## src/rtl/scan_reg_bank.sv

```systemverilog
// scan_reg_bank: WIDTH functional flops split into NUM_CHAINS scan chains of
// length L, with functional capture, manual shift, an optional shadow stage
// that keeps q stable while shifting, and an auto-shift sequencer that
// performs exactly L shifts per request.
module scan_reg_bank #(
  parameter int                 WIDTH      = 8,
  parameter int                 NUM_CHAINS = 2,
  parameter bit                 SHADOW     = 1'b1,
  parameter logic [WIDTH-1:0]   RESET_VAL  = '0,
  localparam int                L          = WIDTH / NUM_CHAINS,
  localparam int                CW         = $clog2(L + 1)
) (
  input  logic                  clk,
  input  logic                  rst,
  input  logic [WIDTH-1:0]      d,
  input  logic                  func_en,
  input  logic                  scan_en,
  input  logic [NUM_CHAINS-1:0] scan_in,
  output logic [NUM_CHAINS-1:0] scan_out,
  input  logic                  update_en,
  input  logic                  auto_start,
  output logic                  auto_busy,
  output logic                  auto_done,
  output logic [CW-1:0]         shift_cnt,
  output logic [WIDTH-1:0]      q,
  output logic [1:0]            dbg_state
);

  typedef enum logic [1:0] {
    ST_IDLE  = 2'd0,
    ST_SHIFT = 2'd1,
    ST_DONE  = 2'd2
  } state_t;

  state_t            r_state;
  state_t            w_next;
  logic [CW-1:0]     r_cnt;
  logic [CW-1:0]     w_cnt_next;
  logic              r_busy;
  logic              r_done;
  logic [WIDTH-1:0]  r_cap;
  logic [WIDTH-1:0]  w_shifted;
  logic              w_shifting;

  // A manual shift and a sequencer shift look identical to the chains.
  assign w_shifting = scan_en | r_busy;

  // Shifted image of the capture register: each chain moves toward its
  // low bit, taking scan_in[c] at its top bit.
  always_comb begin
    w_shifted = r_cap;
    for (int c = 0; c < NUM_CHAINS; c++) begin
      for (int i = 0; i < L - 1; i++) begin
        w_shifted[c*L + i] = r_cap[c*L + i + 1];
      end
      w_shifted[c*L + L - 1] = scan_in[c];
    end
  end

  // Serial outputs come straight from the lowest flop of each chain.
  always_comb begin
    scan_out = '0;
    for (int c = 0; c < NUM_CHAINS; c++) begin
      scan_out[c] = r_cap[c*L];
    end
  end

  // Capture register: shift beats functional capture, otherwise hold.
  always_ff @(posedge clk or posedge rst) begin
    if (rst) begin
      r_cap <= RESET_VAL;
    end else if (w_shifting) begin
      r_cap <= w_shifted;
    end else if (func_en) begin
      r_cap <= d;
    end
  end

  // Sequencer state, count and registered status flags.
  always_ff @(posedge clk or posedge rst) begin
    if (rst) begin
      r_state <= ST_IDLE;
      r_cnt   <= '0;
      r_busy  <= 1'b0;
      r_done  <= 1'b0;
    end else begin
      r_state <= w_next;
      r_cnt   <= w_cnt_next;
      r_busy  <= (w_next == ST_SHIFT);
      r_done  <= (w_next == ST_DONE);
    end
  end

  // Sequencer next state: L shifts, then a single DONE cycle.
  always_comb begin
    w_next     = r_state;
    w_cnt_next = r_cnt;
    case (r_state)
      ST_IDLE: begin
        if (auto_start) begin
          w_next     = ST_SHIFT;
          w_cnt_next = CW'(L);
        end
      end
      ST_SHIFT: begin
        if (r_cnt == CW'(1)) begin
          w_next     = ST_DONE;
          w_cnt_next = '0;
        end else begin
          w_cnt_next = r_cnt - CW'(1);
        end
      end
      ST_DONE: begin
        w_next = ST_IDLE;
      end
      default: begin
        w_next     = ST_IDLE;
        w_cnt_next = '0;
      end
    endcase
  end

  assign auto_busy = r_busy;
  assign auto_done = r_done;
  assign shift_cnt = r_cnt;
  assign dbg_state = r_state;

  if (SHADOW) begin : g_shadow
    logic [WIDTH-1:0] r_shadow;

    // Shadow follows the capture register on request when not shifting,
    // and automatically once an auto shift has completed.
    always_ff @(posedge clk or posedge rst) begin
      if (rst) begin
        r_shadow <= RESET_VAL;
      end else if ((r_state == ST_DONE) || (update_en && !w_shifting)) begin
        r_shadow <= r_cap;
      end
    end

    assign q = r_shadow;
  end else begin : g_direct
    logic w_unused_update;
    assign w_unused_update = update_en;
    assign q = r_cap;
  end

endmodule

```

## config.mk

```make
export PLATFORM = sky130hd
export DESIGN_NAME = scan_reg_bank
export DESIGN_NICKNAME = d
export VERILOG_FILES = /design/src/rtl/scan_reg_bank.sv
export SDC_FILE = /design/constraint.sdc
export NUM_CORES = 1
export LEC_CHECK = 0
export ABC_AREA = 1
export CAP_MARGIN = 5
export CORE_MARGIN = 4
export CORE_UTILIZATION = 44
export DETAILED_ROUTE_END_ITERATION = 10
export PLACE_DENSITY = 0.82
export SETUP_SLACK_MARGIN = 0.2
export SLEW_MARGIN = 10
export SYNTH_ARGS = -nofsm -noshare
export SYNTH_HDL_FRONTEND = slang
export SYNTH_SLANG_ARGS = --single-unit
```

## constraint.sdc

```tcl
create_clock -name clk -period 2 [get_ports clk]
set_clock_uncertainty 0.1 [all_clocks]
set_input_delay 0.5 -clock clk [delete_from_list [all_inputs] [get_ports clk]]
set_output_delay 0.5 -clock clk [all_outputs]
set_load 0.005 [all_outputs]
```

==> impl_metrics.ini <==
[route]
drc = 0
detail-route-antenna-nets = 0
wl_um = 2610
wire_per_inst_um = 13.3
dr.pass1.iters = 4
vias_per_cell = 5.05
routed-via-count = 989
initialDrtViolationCount = 31

[min_path]
hold_class = primary input to async pin

[critical_path]
path_cells = clkdlybuf4s50_1
cp.arrival_ps = 1140
timing.critical_path.buf_inv = 1
crit_family = buffers and inverters
start_kind = register
critical_path_class = register to output pin
crit_required_ps = 1400
endpoint_kind = output pin
worst_path_largest_cell_delay_ps = 490
reg2reg_from = auto_busy
slowest_stage = clkdlybuf4s50_1
worst-path-max-fanout = 1
crit_path_start = auto_done

[sta]
slew_headroom = 0.712
tns_ps = 0
setup_viol = 0
hold_violations = 0
worstMarginPinSlew_ps = 431
fin_crit_ps = 1740
fmax_ghz = 0.576
rsz0062_at_grt = false
drv_slew = 0
finalCritPeriodShare = 0.868

[placement]
portBuffers = 32
dp_hpwl_um = 1760
gp_congestion = 0.873

[final_layout]
diodes = 0
fin_nets = 187
mostFrequentLayoutCells = 42 x nand2_1, 26 x nand3_1, 21 x dfrtp_1
syn2layout_area_growth_pct = 47.2
layout_commonest_cell = nand2_1
layout-drive-gt1-share = 0.179
num-fill-cells = 179

[synthesis]
synth-warning-count = 0
synth.area.top_cells = dfrtp_1 54%, nand2_1 15%, nand3_1 12%, inv_1 2.8%, ha_1 2.4%
syn_area_um2 = 1060
synth_top_area_frac = 0.542
ys_seq_area_frac = 0.542
ys_types = 17
synth_nets = 137
syn_area_per_cell_um2 = 8.93
yosys.area.top_type = dfrtp_1
postSynthCellCount = 119
synth_seq_cells = 23

[global_route]
grt_pass1_wl_um = 4310
antenna_found_initial = 0
grt-ovfl-total = 0
track_usage = 0.171
grt_pass1_vias = 941
grt_max_degree = 24

[die]
initial_core_util = 0.471
die_area_um2 = 3260
die_x_um = 57.1
core_area_um2 = 2250
ios = 33
fp.dieH_um = 57.1
core.rowCount = 17

[clocking]
clkSlewWorstSetupHoldPaths_ps = 120
clock-sinks = 23
cts_buffers = 3
clkLatencyLatePin_ps = 310
cts_tree = built
cts_hold_repair.buffers = 0
cts_max_path_buffers = 2
htree_levels = 1
cts-root-buf = clkbuf_4

[power]
power_density_nw_per_um2 = 1310
ir_worst_vdd_mv = 0.720
total_leakage_power_nw = 0.922
power.total_w = 0.00204

[status]
status = finished, final reports clean

[flow_run]
cap_viol_max_count = 0
## cells by family (layout without fill, tap and decap cells)
logic type / count (synthesis) / count (layout) / synth area share
simple gates: 76 / 76 / 0.346
flops: 23 / 23 / 0.542
buf+inv: 14 / 63 / 0.0648
compound gates: 4 / 4 / 0.0236
fa+ha+maj: 2 / 2 / 0.0236
## what timing repair did
action	in CTS	in global routing
setup endpoints to repair	11	11
setup buffers	10	6
cloned	0	0
resized for setup	7	11
## through the flow
stage	hold WS [ps]	utilization	worst slack [ps]	instance area (um2)	instances
after floorplan	364	-	805	1060	119
after global placement	392	0.618	207	1390	176
after detailed placement	397	0.618	195	1390	176
after CTS	405	0.661	186	1490	190
after global routing	434	0.694	221	1560	196
final	404	0.694	265	1560	196
## power by group
part           switching (W)  internal (W)  total [W]
sequential          0.000120      0.000668   0.000788
combinational       0.000484      0.000563    0.00105
clock               0.000131     0.0000778   0.000208
## state kept, by name (all words and copies together), names as in the netlist
| name | flops |
|---|---|
| q | 8 |
| r_cap | 8 |
| shift_cnt | 3 |
| dbg_state | 2 |
| auto_busy | 1 |
| auto_done | 1 |
## synth_stat cells, drive strengths merged
master,count
nor3,2
nand2,45
inv,10
nand3,27
o21ai,2
dfrtp,23
nor2,2
ha,2
buf,4
o31ai,2
## area by class of cell
cell class / instances / area, um2 / share of cell area
clock buffer: 4 / 26.3 / 0.0168
inverter: 10 / 37.5 / 0.0240
multi-input combinational: 82 / 418 / 0.267
sequential: 23 / 578 / 0.370
tap: 28 / 35.0 / 0.0224
timing repair buffer: 49 / 469 / 0.300
## routing by layer
metal | routed length, um | up-vias | global-route usage | part of all wire
li1 | - | 482 | - | -
met1 | 1020 | 466 | 0.209 | 0.39
met2 | 1400 | 35 | 0.289 | 0.54
met3 | 135 | 6 | 0.0204 | 0.052
met4 | 51 | 0 | 0.0960 | 0.020
met5 | 0 | - | 0 | 0
## worst paths after layout
| check | endpoint | slack, ps | depth (start not counted) |
|---|---|---|---|
| worst max-delay path | auto_done | 260 | 1 |
| worst min-delay path | shift_cnt[0] | 400 | 3 |
| worst max register to register | r_cap[1] | 570 | 6 |
| worst min register to register | q[7] | 420 | 2 |
| max in group asynchronous | dbg_state[1] | 1160 | 3 |
| min in group clk | q[7] | 420 | 2 |
No activity file was read; power rests on OpenSTA's default activity.
